<file path="src/rtl/rv32i_pkg.sv">
// Shared RV32I definitions used by the write-back unit: load funct3 codes,
// register address width and the write-back source selector.
package rv32i_pkg;

  localparam int REG_ADDR_W = 5;

  localparam logic [2:0] F3_LB  = 3'b000;
  localparam logic [2:0] F3_LH  = 3'b001;
  localparam logic [2:0] F3_LW  = 3'b010;
  localparam logic [2:0] F3_LBU = 3'b100;
  localparam logic [2:0] F3_LHU = 3'b101;

  typedef enum logic [1:0] {
    WB_NONE = 2'd0,
    WB_ALU  = 2'd1,
    WB_LD   = 2'd2
  } wb_src_t;

endpackage

</file>
<file path="src/rtl/wb_unit_if.sv">
// Write-back bus: ALU and load result handshakes plus the register file write port.
// The slave side is the write-back unit; the master side is the producers/register file.
interface wb_if
  import rv32i_pkg::*;
#(
  parameter int XLEN = 32
);
  logic                  alu_valid;
  logic                  alu_ready;
  logic [REG_ADDR_W-1:0] alu_rd;
  logic [XLEN-1:0]       alu_data;

  logic                  ld_valid;
  logic                  ld_ready;
  logic [REG_ADDR_W-1:0] ld_rd;
  logic [2:0]            ld_funct3;
  logic [1:0]            ld_addr_lo;
  logic [XLEN-1:0]       ld_rdata;

  logic                  we;
  logic [REG_ADDR_W-1:0] addr;
  logic [XLEN-1:0]       d;
  logic                  ld_err;

  modport slave (
    input  alu_valid, alu_rd, alu_data,
    input  ld_valid, ld_rd, ld_funct3, ld_addr_lo, ld_rdata,
    output alu_ready, ld_ready, we, addr, d, ld_err
  );

  modport master (
    output alu_valid, alu_rd, alu_data,
    output ld_valid, ld_rd, ld_funct3, ld_addr_lo, ld_rdata,
    input  alu_ready, ld_ready, we, addr, d, ld_err
  );
endinterface

</file>
<file path="src/rtl/wb_unit_load_align.sv">
// Load lane select and sign/zero extension for RV32I loads; flags illegal
// funct3 codes and misaligned halfword/word accesses.
module load_align
  import rv32i_pkg::*;
#(
  parameter int XLEN = 32
) (
  input  logic [2:0]      funct3,
  input  logic [1:0]      addr_lo,
  input  logic [XLEN-1:0] rdata,
  output logic [XLEN-1:0] data,
  output logic            err
);
  logic [7:0]  b_sel;
  logic [15:0] h_sel;

  always_comb begin
    b_sel = '0;
    case (addr_lo)
      2'd0:    b_sel = rdata[7:0];
      2'd1:    b_sel = rdata[15:8];
      2'd2:    b_sel = rdata[23:16];
      default: b_sel = rdata[31:24];
    endcase
    h_sel = addr_lo[1] ? rdata[31:16] : rdata[15:0];

    data = '0;
    err  = 1'b0;
    case (funct3)
      F3_LB:  data = {{(XLEN-8){b_sel[7]}}, b_sel};
      F3_LH:  begin
        data = {{(XLEN-16){h_sel[15]}}, h_sel};
        err  = addr_lo[0];
      end
      F3_LW:  begin
        data = rdata;
        err  = (addr_lo != 2'd0);
      end
      F3_LBU: data = {{(XLEN-8){1'b0}}, b_sel};
      F3_LHU: begin
        data = {{(XLEN-16){1'b0}}, h_sel};
        err  = addr_lo[0];
      end
      default: err = 1'b1;
    endcase
  end
endmodule

</file>
<file path="src/rtl/wb_unit.sv">
// Register-file write-back unit: arbitrates ALU/load results (load first, with an
// ALU starvation guard) and issues one registered write per cycle. Optional macro WB_BYPASS_EN.
module wb_unit
  import rv32i_pkg::*;
#(
  parameter int XLEN       = 32,
  parameter int STARVE_MAX = 4,
  parameter int CNT_W      = 32
) (
  input  logic                  clk,
  input  logic                  clr,
  wb_if.slave                   bus,
  output logic [CNT_W-1:0]      retire_cnt
`ifdef WB_BYPASS_EN
  ,
  output logic                  fwd_valid,
  output logic [REG_ADDR_W-1:0] fwd_rd,
  output logic [XLEN-1:0]       fwd_data
`endif
);
  logic [3:0]            starve_q, starve_d;
  logic                  alu_prio, alu_rdy, ld_rdy;
  wb_src_t               src;
  logic [XLEN-1:0]       ld_fmt, win_data;
  logic [REG_ADDR_W-1:0] win_rd;
  logic                  ld_bad, wr_d, err_d;

  logic                  we_q, ld_err_q;
  logic [REG_ADDR_W-1:0] addr_q;
  logic [XLEN-1:0]       d_q;
  logic [CNT_W-1:0]      cnt_q;

  load_align #(.XLEN(XLEN)) u_align (
    .funct3  (bus.ld_funct3),
    .addr_lo (bus.ld_addr_lo),
    .rdata   (bus.ld_rdata),
    .data    (ld_fmt),
    .err     (ld_bad)
  );

  // Starve only reaches STARVE_MAX while the ALU keeps losing, so the guard never overshoots.
  assign alu_prio = (starve_q == 4'(STARVE_MAX));
  assign alu_rdy  = bus.alu_valid & (~bus.ld_valid | alu_prio);
  assign ld_rdy   = bus.ld_valid & ~(bus.alu_valid & alu_prio);
  assign starve_d = (bus.alu_valid && !alu_rdy) ? starve_q + 4'd1 : 4'd0;

  always_comb begin
    src      = WB_NONE;
    win_rd   = '0;
    win_data = '0;
    wr_d     = 1'b0;
    err_d    = 1'b0;
    if (alu_rdy) src = WB_ALU;
    else if (ld_rdy) src = WB_LD;
    case (src)
      WB_ALU: begin
        win_rd   = bus.alu_rd;
        win_data = bus.alu_data;
        wr_d     = (bus.alu_rd != '0);
      end
      WB_LD: begin
        win_rd   = bus.ld_rd;
        win_data = ld_fmt;
        wr_d     = (bus.ld_rd != '0) && !ld_bad;
        err_d    = ld_bad;
      end
      default: ;
    endcase
  end

  always_ff @(posedge clk or posedge clr) begin
    if (clr) begin
      starve_q <= '0;
      we_q     <= 1'b0;
      ld_err_q <= 1'b0;
      addr_q   <= '0;
      d_q      <= '0;
      cnt_q    <= '0;
    end else begin
      starve_q <= starve_d;
      we_q     <= wr_d;
      ld_err_q <= err_d;
      if (wr_d) begin
        addr_q <= win_rd;
        d_q    <= win_data;
      end
      if (src != WB_NONE) cnt_q <= cnt_q + CNT_W'(1);
    end
  end

  assign bus.alu_ready = alu_rdy;
  assign bus.ld_ready  = ld_rdy;
  assign bus.we        = we_q;
  assign bus.addr      = addr_q;
  assign bus.d         = d_q;
  assign bus.ld_err    = ld_err_q;
  assign retire_cnt    = cnt_q;

`ifdef WB_BYPASS_EN
  assign fwd_valid = wr_d;
  assign fwd_rd    = win_rd;
  assign fwd_data  = win_data;
`endif
endmodule

</file>
<file path="src/flat_wrapper.sv">
// flat-port wrapper written by rule: the top's interface ports become plain ports
module wb_unit_flat import rv32i_pkg::*;
#(
  parameter int XLEN       = 32,
  parameter int STARVE_MAX = 4,
  parameter int CNT_W      = 32
)
  (clk, clr, retire_cnt, bus_alu_valid, bus_alu_rd, bus_alu_data, bus_ld_valid, bus_ld_rd, bus_ld_funct3, bus_ld_addr_lo, bus_ld_rdata, bus_alu_ready, bus_ld_ready, bus_we, bus_addr, bus_d, bus_ld_err);
  wb_if #(.XLEN(XLEN)) bus_i ();
  input  logic clk;
  input  logic clr;
  output logic [CNT_W-1:0] retire_cnt;
  input wire logic [$bits(bus_i.alu_valid)-1:0] bus_alu_valid;
  input wire logic [$bits(bus_i.alu_rd)-1:0] bus_alu_rd;
  input wire logic [$bits(bus_i.alu_data)-1:0] bus_alu_data;
  input wire logic [$bits(bus_i.ld_valid)-1:0] bus_ld_valid;
  input wire logic [$bits(bus_i.ld_rd)-1:0] bus_ld_rd;
  input wire logic [$bits(bus_i.ld_funct3)-1:0] bus_ld_funct3;
  input wire logic [$bits(bus_i.ld_addr_lo)-1:0] bus_ld_addr_lo;
  input wire logic [$bits(bus_i.ld_rdata)-1:0] bus_ld_rdata;
  output wire logic [$bits(bus_i.alu_ready)-1:0] bus_alu_ready;
  output wire logic [$bits(bus_i.ld_ready)-1:0] bus_ld_ready;
  output wire logic [$bits(bus_i.we)-1:0] bus_we;
  output wire logic [$bits(bus_i.addr)-1:0] bus_addr;
  output wire logic [$bits(bus_i.d)-1:0] bus_d;
  output wire logic [$bits(bus_i.ld_err)-1:0] bus_ld_err;
  assign bus_i.alu_valid = bus_alu_valid;
  assign bus_i.alu_rd = bus_alu_rd;
  assign bus_i.alu_data = bus_alu_data;
  assign bus_i.ld_valid = bus_ld_valid;
  assign bus_i.ld_rd = bus_ld_rd;
  assign bus_i.ld_funct3 = bus_ld_funct3;
  assign bus_i.ld_addr_lo = bus_ld_addr_lo;
  assign bus_i.ld_rdata = bus_ld_rdata;
  assign bus_alu_ready = bus_i.alu_ready;
  assign bus_ld_ready = bus_i.ld_ready;
  assign bus_we = bus_i.we;
  assign bus_addr = bus_i.addr;
  assign bus_d = bus_i.d;
  assign bus_ld_err = bus_i.ld_err;
  wb_unit #(.XLEN(XLEN), .STARVE_MAX(STARVE_MAX), .CNT_W(CNT_W)) u_core (.clk(clk), .clr(clr), .bus(bus_i), .retire_cnt(retire_cnt));
endmodule
</file>
<file path="config.mk">
export PLATFORM = sky130hd
export DESIGN_NAME = wb_unit_flat
export DESIGN_NICKNAME = d
export VERILOG_FILES = /design/src/rtl/rv32i_pkg.sv /design/src/rtl/wb_unit_if.sv /design/src/rtl/wb_unit_load_align.sv /design/src/rtl/wb_unit.sv /design/src/flat_wrapper.sv
export SDC_FILE = /design/constraint.sdc
export NUM_CORES = 1
export LEC_CHECK = 0
export CORE_ASPECT_RATIO = 2
export CORE_MARGIN = 2
export CORE_UTILIZATION = 25
export DETAILED_ROUTE_END_ITERATION = 7
export PLACE_DENSITY_LB_ADDON = 0.05
export SYNTH_ARGS = -nofsm -noshare
export SYNTH_HDL_FRONTEND = slang
export SYNTH_HIERARCHICAL = 1
export SYNTH_SLANG_ARGS = --single-unit
</file>
<file path="constraint.sdc">
create_clock -name clk -period 2.1 [get_ports clk]
set_input_delay 0.315 -clock clk [delete_from_list [all_inputs] [get_ports clk]]
set_output_delay 0.315 -clock clk [all_outputs]
set_load 0.03 [all_outputs]
</file>
==> qor.csv, run 1 <==
stage;metric;value;unit
timing;measured slew at the worst slew-check pin;0.6249;ns
global_route;grt ovf;0;
synth;Syn. warnings;6;
timing;Fmax;506.8;MHz
synth;Synth Flop Type;dfrtp_1;
min_path;worst hold path type;input pin to asynchronous set/reset pin;
detailed_routing;vias per cell;4.937;
setup_path;Worst Path Arrival;1.66;ns
pwr;sw frac;0.3162;
synth;mapped cell area;4433;sq um
synth;gate count of the mapped netlist;457;
cells_and_area;ANT cells;0;
pwr;peak supply drop;0.3547;mV
status;status;completed;
synth;EDFF count, synth;0;
floorplanning;die width;98.16;um
global_route;vias in the first global route;4484;
synth;Yosys reg bits;75;
timing;unrepaired setup endpoints after global routing;false;
pwr;Comb pwr share;0.311;
floorplanning;full die area;18880;sq um
pwr;Switching Power;1.698;mW
synth;Synth Net Count;543;
detailed_routing;final WL;17400;um
placed_design;port buffer count;155;
setup_path;WP data required;1.78;ns
global_route;first-pass GRT wire length;25880;um
synth;most frequent cells after synthesis;75 x dfrtp_1, 61 x nand2_1, 38 x o21ai_0;
floorplanning;Die H;192.3;um
placed_design;post-DP HPWL;13290;um
cts;CTS tree;done;
pwr;Clk network pwr share;0.354;
pwr;Leak;2.991;nW
setup_path;worst path cell trace;inv_1 > ha_1 > nand3b_1 > o21a_2 > buf_12 > buf_6;
setup_path;CP delay by family, top;flip-flops;
synth;synth top area cells;dfrtp_1 42%, a22oi_1 6.3%, nand2_1 5.2%, xnor2_1 4.9%, o21ai_0 4.3%;
placed_design;placed insts;840;
timing;clock skew;0.006420;ns
cts;root buf cell;clkbuf_16;
cts;Clock Sinks;75;
floorplanning;# IOs;156;
timing;WHS;0.4180;ns
synth;Distinct cells, synth;55;
setup_path;Setup crit end kind;output port;
cells_and_area;share of cells above drive strength 1;0.1740;
synth;most frequent cell after synthesis;dfrtp_1;
floorplanning;Site Rows;68;
cts;Clock Latency Late Sink;0.34;ns
cts;CTS buffer count;9;
timing;Slew Viols, Final;0;
synth;Synth top area share;0.4234;
setup_path;CP bufs+invs;3;
cts;htree depth;3;
cells_and_area;Non-Filler Instances;871;
timing;slew margin rel.;0.5829;
detailed_routing;Detailed Route Iter0 Violations;112;
synth;dominant cell type by area after synthesis;dfrtp_1;
timing;minimum clock period;1.973;ns
detailed_routing;post-route ant nets;0;
cells_and_area;post-route cell area;7131;sq um
run;Max-cap violations;0;
floorplanning;area of the core;17360;sq um
cts;# hold bufs at CTS;0;
pwr;Seq pwr share;0.335;
timing;Final period util;0.9395;
pwr;total power;5.371;mW
global_route;All-Layer GR Usage;0.1818;
synth;ys async rst share;1.000;
global_route;largest net degree at the start of global routing;76;
placed_design;final estimated routing congestion in global placement;0.8863;
cts;clock buffer depth;2;
cts;Clk pin slew, worst setup/hold paths;0.06;ns
synth;sequential area share after synthesis;0.4234;
detailed_routing;DR vias;4300;
setup_path;slowest cell delay on critical path;0.38;ns
setup_path;Max FO, Critical Path;4;
floorplanning;Initial Util;0.2554;
setup_path;Setup crit start kind;flip-flop;
setup_path;CP max stage cell;dfrtp_1;
detailed_routing;drt first pass iters;5;
timing;final setup violation count;0;
detailed_routing;Routed WL per cell;19.97;um
synth;Syn Area/Cell;9.700;sq um
timing;final hold violation count;0;
global_route;initial antenna violation count;1;
cells_and_area;area grow syn2layout;60.85;%
cells_and_area;fin nets;742;
cells_and_area;final core occ;0.4108;
placed_design;Placement Cell Area;6623;sq um
setup_path;Crit Path Class;flip-flop to output port;
pwr;power density over the cells;753.3;nW/um^2
detailed_routing;DRC viols;0;
pwr;Internal Power;3.673;mW
==> area by class of cell <==
type                       count  area [sq um]
timing repair buffer         223          2243
inverter                      11         45.04
sequential                    75          1877
multi-input combinational    336          2345
fill                        1733         10230
clock inverter                 5         125.1
tap                          210         262.8
clock buffer                  11         232.7
==> repair_timing <==
action,in CTS,in global routing
endpoints found under the setup margin,2,8
resized for setup,1,3
cloned,0,3
pin swaps,2,2
setup buffers,3,9
==> flip-flops by register name (all words and copies together) (netlist names) <==
signal / count
u_core/bus.addr: 5
u_core/bus.d: 32
u_core/bus.ld_err: 1
u_core/bus.we: 1
u_core/retire_cnt: 32
u_core/starve_q: 4
==> power by group through the flow <==
stage	logic, mW	registers, mW	clock network [mW]
finish	1.67	1.80	1.90
detailed placement	1.64	1.83	0
CTS	1.65	1.80	1.94
floorplan	0.508	2.13	0
global placement	1.63	1.82	0
global route	1.78	1.83	2.01
==> cell families after synthesis <==
| group | count (synthesis) | share of synthesized area |
|---|---|---|
| adders and majority gates | 3 | 0.008468 |
| muxes | 26 | 0.06971 |
| xor gates and xnor gates | 33 | 0.06520 |
| buffers and inverters | 46 | 0.05052 |
| DFF | 75 | 0.4234 |
| AOI/OAI and AO/OA | 127 | 0.2094 |
| and+or+nand+nor | 147 | 0.1733 |
==> worst reg2reg max path, stage by stage, from the launching register on <==
cell and delay (ns):
dfrtp_1 0.38, inv_1 0.07, ha_1 0.15, nand3b_1 0.18, o21a_2 0.28, buf_4 0.14, a22oi_2 0.10, buf_4 0.16
buf_6 0.25, o21ai_0 0.13
==> placed cells by master, fill, tap and decap left out, types with 3 or more instances in the layout <==
master / instances
buf_12: 11
nor2b_1: 3
a21o_1: 3
buf_4: 54
nand3_1: 28
nand2_1: 61
o21ai_1: 3
nand2b_1: 3
clkbuf_16: 11
mux2i_1: 17
nor3_1: 3
o221ai_1: 4
dfrtp_1: 75
xnor2_1: 25
mux4_2: 3
o221ai_2: 4
nor2_1: 20
a22oi_1: 37
a21oi_1: 3
inv_1: 10
nand4_1: 4
and3_1: 6
xor2_1: 8
mux2_2: 5
buf_6: 3
bufinv_16: 4
or2_2: 3
o21ai_0: 38
a32oi_1: 3
o211ai_1: 17
clkdlybuf4s50_1: 152
ha_1: 3
==> per-stage QoR <==
step / setup WS, ns / TNS (ns)
after CTS: 0.01368 / 0
after detailed placement: -0.2856 / -5.930
final: 0.1270 / 0
after global routing: 0.007659 / 0
after global placement: -0.2853 / -5.115
after floorplan: 0.1524 / 0
==> per-layer routing <==
metal / GRT usage / vias to the layer above / share of wire
met1: 0.1894 / 2071 / 0.37
met3: 0.03332 / 29 / 0.039
met5: 0 / - / 0
met2: 0.3290 / 137 / 0.54
met4: 0.1207 / 0 / 0.057
li1: - / 2063 / -
==> path summary, 6_finish.rpt <==
check / from / endpoint / slack [ns] / cells past startpoint
max in group asynchronous: clr / u_core/retire_cnt[29] / 1.31 / 3
worst max-delay path: u_core/starve_q[0] / bus_ld_ready / 0.13 / 6
worst max register to register: u_core/starve_q[0] / u_core/bus.d[3] / 0.13 / 9
min in group clk: u_core/retire_cnt[31] / u_core/retire_cnt[31] / 0.47 / 1
worst min-delay path: clr / u_core/retire_cnt[16] / 0.42 / 3
worst min register to register: u_core/retire_cnt[31] / u_core/retire_cnt[31] / 0.47 / 1
Note: power is estimated with default switching activity, not from simulation.
==> run 2: changes to the inputs <==
--- a/config.mk
+++ b/config.mk
@@ -10,6 +10,8 @@
 export CORE_UTILIZATION = 25
 export DETAILED_ROUTE_END_ITERATION = 7
 export PLACE_DENSITY_LB_ADDON = 0.05
+export SETUP_SLACK_MARGIN = 0.15
+export SLEW_MARGIN = 20
 export SYNTH_ARGS = -nofsm -noshare
 export SYNTH_HDL_FRONTEND = slang
 export SYNTH_HIERARCHICAL = 1
==> run 2 against run 1 <==
Net effect:
- maximum frequency is 0.49% higher
- worst setup slack better by 0.0096 ns
- count of clock-buffer cells in the layout stayed put
- combinational power is 5% higher
- clock skew hardly changed
- routed wire length is 5.8% higher
- register-to-register slack better by 0.03 ns
- final cell count is 0.34% higher
- die area stayed put
- via count is 0.72% higher
- global-route usage is 0.64 points higher
- critical endpoint unchanged
- largest power group unchanged
- highest routed layer unchanged
==> qor.csv, run 2 (same netlist as run 1, synthesis figures left out) <==
stage;metric;value;unit
status;status;completed;
cts;CTS tree;done;
global_route;grt ovf;0;
cells_and_area;area grow syn2layout;64.30;%
timing;slew margin rel.;0.5743;
cells_and_area;share of cells above drive strength 1;0.1822;
timing;final setup violation count;0;
setup_path;WP data required;1.78;ns
setup_path;Worst Path Arrival;1.65;ns
detailed_routing;post-route ant nets;0;
placed_design;final estimated routing congestion in global placement;0.8863;
cells_and_area;storage element area;1877;sq um
floorplanning;Site Rows;68;
global_route;initial antenna violation count;1;
cts;clock buffer depth;2;
timing;unrepaired setup endpoints after global routing;true;
placed_design;Placement Cell Area;6623;sq um
cts;root buf cell;clkbuf_16;
timing;clock skew;0.006169;ns
timing;minimum clock period;1.963;ns
min_path;worst hold path type;input pin to asynchronous set/reset pin;
timing;Fmax;509.3;MHz
detailed_routing;Detailed Route Iter0 Violations;136;
placed_design;port buffer count;155;
floorplanning;area of the core;17360;sq um
floorplanning;# IOs;156;
pwr;Leak;3.059;nW
cts;Clock Sinks;75;
detailed_routing;final WL;18420;um
detailed_routing;vias per cell;4.955;
cells_and_area;most common cell after layout, fill and taps aside;clkdlybuf4s50_1;
timing;final hold violation count;0;
pwr;peak supply drop;0.3551;mV
cells_and_area;ANT cells;0;
cells_and_area;post-route cell area;7283;sq um
setup_path;Crit Path Class;flip-flop to output port;
timing;measured slew at the worst slew-check pin;0.6379;ns
cells_and_area;fillers;1724;
cells_and_area;highest-count cells in the layout ignoring fill and taps;151 x clkdlybuf4s50_1, 75 x dfrtp_1, 61 x nand2_1;
detailed_routing;DR vias;4331;
pwr;power density over the cells;749.6;nW/um^2
cts;Clk pin slew, worst setup/hold paths;0.06;ns
detailed_routing;drt first pass iters;6;
floorplanning;Die H;192.3;um
global_route;All-Layer GR Usage;0.1882;
cells_and_area;Multi-input gate area;2357;sq um
cts;CTS buffer count;9;
detailed_routing;DRC viols;0;
timing;Slew Viols, Final;0;
floorplanning;die width;98.16;um
run;Max-cap violations;0;
global_route;vias in the first global route;4599;
floorplanning;full die area;18880;sq um
floorplanning;Initial Util;0.2554;
timing;Final period util;0.9350;
cts;Clock Latency Late Sink;0.34;ns
setup_path;Max FO, Critical Path;3;
global_route;first-pass GRT wire length;26800;um
setup_path;Setup crit end kind;output port;
setup_path;Setup crit start kind;flip-flop;
cells_and_area;fin nets;745;
placed_design;post-DP HPWL;13290;um
global_route;largest net degree at the start of global routing;76;
pwr;total power;5.460;mW
detailed_routing;Routed WL per cell;21.07;um
cts;htree depth;3;
cts;# hold bufs at CTS;0;
[run 2: cell count changes in the layout (fill, tap and decap cells not counted), moves of 2 or more]
cell / delta
buf_4: -6
o21ai_1: +2
o21ai_0: -3
buf_8: +3
clkbuf_16: +2
[run 2: repair_timing]
action	CTS	global route
endpoints found under the setup margin	4	41
pin swaps	3	3
buffers inserted	9	1
cloned	2	6
gates resized for setup	4	14
[run 2: final cells by class]
cell class,instances,area share
inverters,11,0.006185
clock buffers,11,0.03195
clock inverters,5,0.01718
flip-flops and latches,75,0.2577
repair buffers,226,0.3273
multi-input cells,336,0.3237
well taps,210,0.03608
[run 2: worst max-delay path, cell delays in order, from the launching register on]
cell and delay [ns]:
dfrtp_1 0.38, inv_1 0.07, ha_1 0.15, nand3b_1 0.18
o21a_2 0.28, buf_12 0.13, buf_6 0.13
[run 2: path summary, 6_finish.rpt]
| path | startpoint | end | slack [ns] | cells after the start |
|---|---|---|---|---|
| max in group asynchronous | clr | u_core/retire_cnt[29] | 1.31 | 3 |
| min reg2reg | u_core/retire_cnt[31] | u_core/retire_cnt[31] | 0.47 | 1 |
| max reg2reg | u_core/starve_q[0] | u_core/bus.d[15] | 0.16 | 9 |
| min in group clk | u_core/retire_cnt[31] | u_core/retire_cnt[31] | 0.47 | 1 |
| min | clr | u_core/retire_cnt[16] | 0.41 | 3 |
| max | u_core/starve_q[0] | bus_ld_ready | 0.14 | 6 |
[run 2: metal layers]
layer,track usage,share of wire
met1,0.1976,0.36
met2,0.3438,0.55
met3,0.03296,0.041
met4,0.1170,0.056
met5,0,0
[run 2: power breakdown]
group	switching, mW	internal, mW
sequential	0.186	1.62
combinational	0.927	0.825
clock	0.625	1.28
[run 2: per-stage QoR]
step / cells / hold slack (ns) / setup slack [ns] / util / setup TNS, ns
2_1_floorplan: 457 / 0.4540 / 0.1524 / - / 0
3_3_place_gp: 840 / 0.4616 / -0.2853 / 0.3816 / -5.115
6_report: 874 / 0.4115 / 0.1366 / 0.4196 / 0
4_1_cts: 867 / 0.4565 / 0.08891 / 0.4097 / 0
5_1_grt: 874 / 0.4636 / 0.03530 / 0.4196 / 0
3_5_place_dp: 840 / 0.4659 / -0.2856 / 0.3816 / -5.930
==> run 3: changes to the inputs <==
--- a/config.mk
+++ b/config.mk
@@ -9,6 +9,7 @@
 export CORE_MARGIN = 2
 export CORE_UTILIZATION = 25
 export DETAILED_ROUTE_END_ITERATION = 7
+export DONT_BUFFER_PORTS = 1
 export PLACE_DENSITY_LB_ADDON = 0.05
 export SETUP_SLACK_MARGIN = 0.15
 export SLEW_MARGIN = 20
==> run 3 against run 2 <==
Net effect:
- routed wire length shrank 14%
- clock power is 24% lower
- count of clock-buffer cells in the layout is 3 higher
- final cell count fell by 21%
- combinational power decreased by 49%
- sequential share of layout area up 10 points
- die area stayed put
- via count decreased by 18%
- global-route usage is 1.7 points lower
==> qor.csv, run 3 (same netlist as run 1, synthesis figures left out) <==
stage;metric;value;unit
status;status;completed;
min_path;worst hold path type;input pin to flip-flop;
pwr;Switching Power;1.525;mW
detailed_routing;DR WL met2;8779;um
cts;Clock Latency Late Sink;0.34;ns
timing;WHS;0.1701;ns
timing;slew margin rel.;0.5189;
timing;clock skew;0.004461;ns
setup_path;worst r2r src;u_core/retire_cnt[11];
floorplanning;die width;98.16;um
pwr;power density over the cells;840.7;nW/um^2
detailed_routing;DR vias;3558;
detailed_routing;met3 WL;1387;um
cts;htree depth;3;
timing;measured slew at the worst slew-check pin;0.7141;ns
global_route;grt ovf;0;
placed_design;post-DP HPWL;12300;um
placed_design;Placement Cell Area;4852;sq um
setup_path;Max FO, Critical Path;17;
setup_path;Setup crit end kind;output port;
detailed_routing;Routed WL per cell;22.84;um
global_route;All-Layer GR Usage;0.1709;
setup_path;Critical Path Start;u_core/starve_q[1];
cts;Clock Sinks;75;
global_route;vias in the first global route;3653;
placed_design;final estimated routing congestion in global placement;0.8571;
cells_and_area;fillers;1857;
cells_and_area;final core occ;0.2991;
pwr;Comb pwr share;0.206;
pwr;Leak;2.194;nW
cts;clock buffer depth;2;
pwr;Seq pwr share;0.458;
detailed_routing;WL met1;5185;um
cells_and_area;area grow syn2layout;17.10;%
global_route;initial antenna violation count;0;
pwr;peak supply drop;0.2917;mV
timing;Final period util;0.8917;
floorplanning;# IOs;156;
timing;unrepaired setup endpoints after global routing;true;
global_route;largest net degree at the start of global routing;76;
floorplanning;Initial Util;0.2554;
run;Max-cap violations;0;
timing;final setup violation count;0;
cts;CTS buffer count;9;
detailed_routing;final WL;15780;um
setup_path;Crit Path Class;flip-flop to output port;
detailed_routing;highest metal used;met4;
timing;final hold violation count;0;
floorplanning;Die H;192.3;um
cells_and_area;fin nets;561;
setup_path;Worst Path Arrival;1.56;ns
detailed_routing;Detailed Route Iter0 Violations;146;
cells_and_area;share of cells above drive strength 1;0.1792;
cells_and_area;highest-count cells in the layout ignoring fill and taps;74 x dfrtp_1, 61 x nand2_1, 38 x o21ai_0;
timing;setup tns final;0;ns
cells_and_area;most common cell after layout, fill and taps aside;dfrtp_1;
pwr;Clk network pwr share;0.335;
cells_and_area;post-route cell area;5191;sq um
detailed_routing;vias per cell;5.149;
global_route;first-pass GRT wire length;24130;um
cts;Clk pin slew, worst setup/hold paths;0.06;ns
detailed_routing;DRC viols;0;
detailed_routing;post-route ant nets;0;
pwr;Internal Power;2.839;mW
floorplanning;area of the core;17360;sq um
cts;CTS tree;done;
floorplanning;full die area;18880;sq um
timing;minimum clock period;1.873;ns
cells_and_area;Multi-input gate area;2345;sq um
detailed_routing;drt first pass iters;4;
timing;Fmax;534.0;MHz
min_path;Hold Crit Start;bus_ld_rd[2];
placed_design;port buffer count;0;
setup_path;Setup crit start kind;flip-flop;
timing;Slew Viols, Final;0;
pwr;sw frac;0.3494;
cts;root buf cell;clkbuf_16;
cells_and_area;storage element area;1878;sq um
floorplanning;Site Rows;68;
setup_path;WP data required;1.78;ns
==> run 3: final cells by class <==
cell class	instances	area share
clock buffers	14	0.05086
repair buffers	42	0.07399
clock inverters	2	0.001928
flip-flops and latches	75	0.3618
multi-input cells	336	0.4517
diodes	1	0.0004820
well taps	210	0.05061
inverters	11	0.008677
==> run 3: path summary, 6_finish.rpt <==
kind	end	cells past startpoint	slack [ns]
max in group asynchronous	u_core/retire_cnt[2]	3	1.16
min	u_core/bus.addr[2]	2	0.17
max	bus_ld_ready	5	0.23
min in group asynchronous	u_core/bus.we	3	0.55
max reg2reg	u_core/retire_cnt[31]	6	0.30
min reg2reg	u_core/starve_q[0]	1	0.47
==> run 3: through the flow <==
stage,instances,setup slack [ns],power [mW]
after CTS,687,0.1607,4.443
final,691,0.2275,4.364
after global placement,670,0.2225,2.925
after global routing,690,0.1300,4.601
after detailed placement,670,0.2071,2.940
after floorplan,457,0.1524,2.639
==> run 3: timing repair <==
action,CTS,global route
setup buffers,0,3
setup endpoints to repair,2,20
gates resized for setup,2,6
hold buffers,1,0
pin swaps,0,2
endpoints found under the hold margin,64,0
==> run 3: critical path, cell delays in order (launching register included) <==
cell and delay, ns:
dfrtp_1 0.40, inv_1 0.06, ha_1 0.13, nand3b_1 0.16, o21a_2 0.29, buf_12 0.17
==> run 3: routing by layer <==
| layer | up-vias | GRT usage |
|---|---|---|
| met5 | - | 0 |
| met4 | 0 | 0.07218 |
| li1 | 1695 | - |
| met1 | 1695 | 0.1663 |
| met3 | 19 | 0.06266 |
| met2 | 149 | 0.3209 |
==> run 3: power by group through the flow <==
stage,clock network [mW],registers [mW],logic (mW)
after floorplan,0,2.13,0.508
after CTS,1.52,2.01,0.908
after global routing,1.59,2.03,0.987
after global placement,0,2.03,0.893
final,1.46,2.00,0.900
after detailed placement,0,2.04,0.902
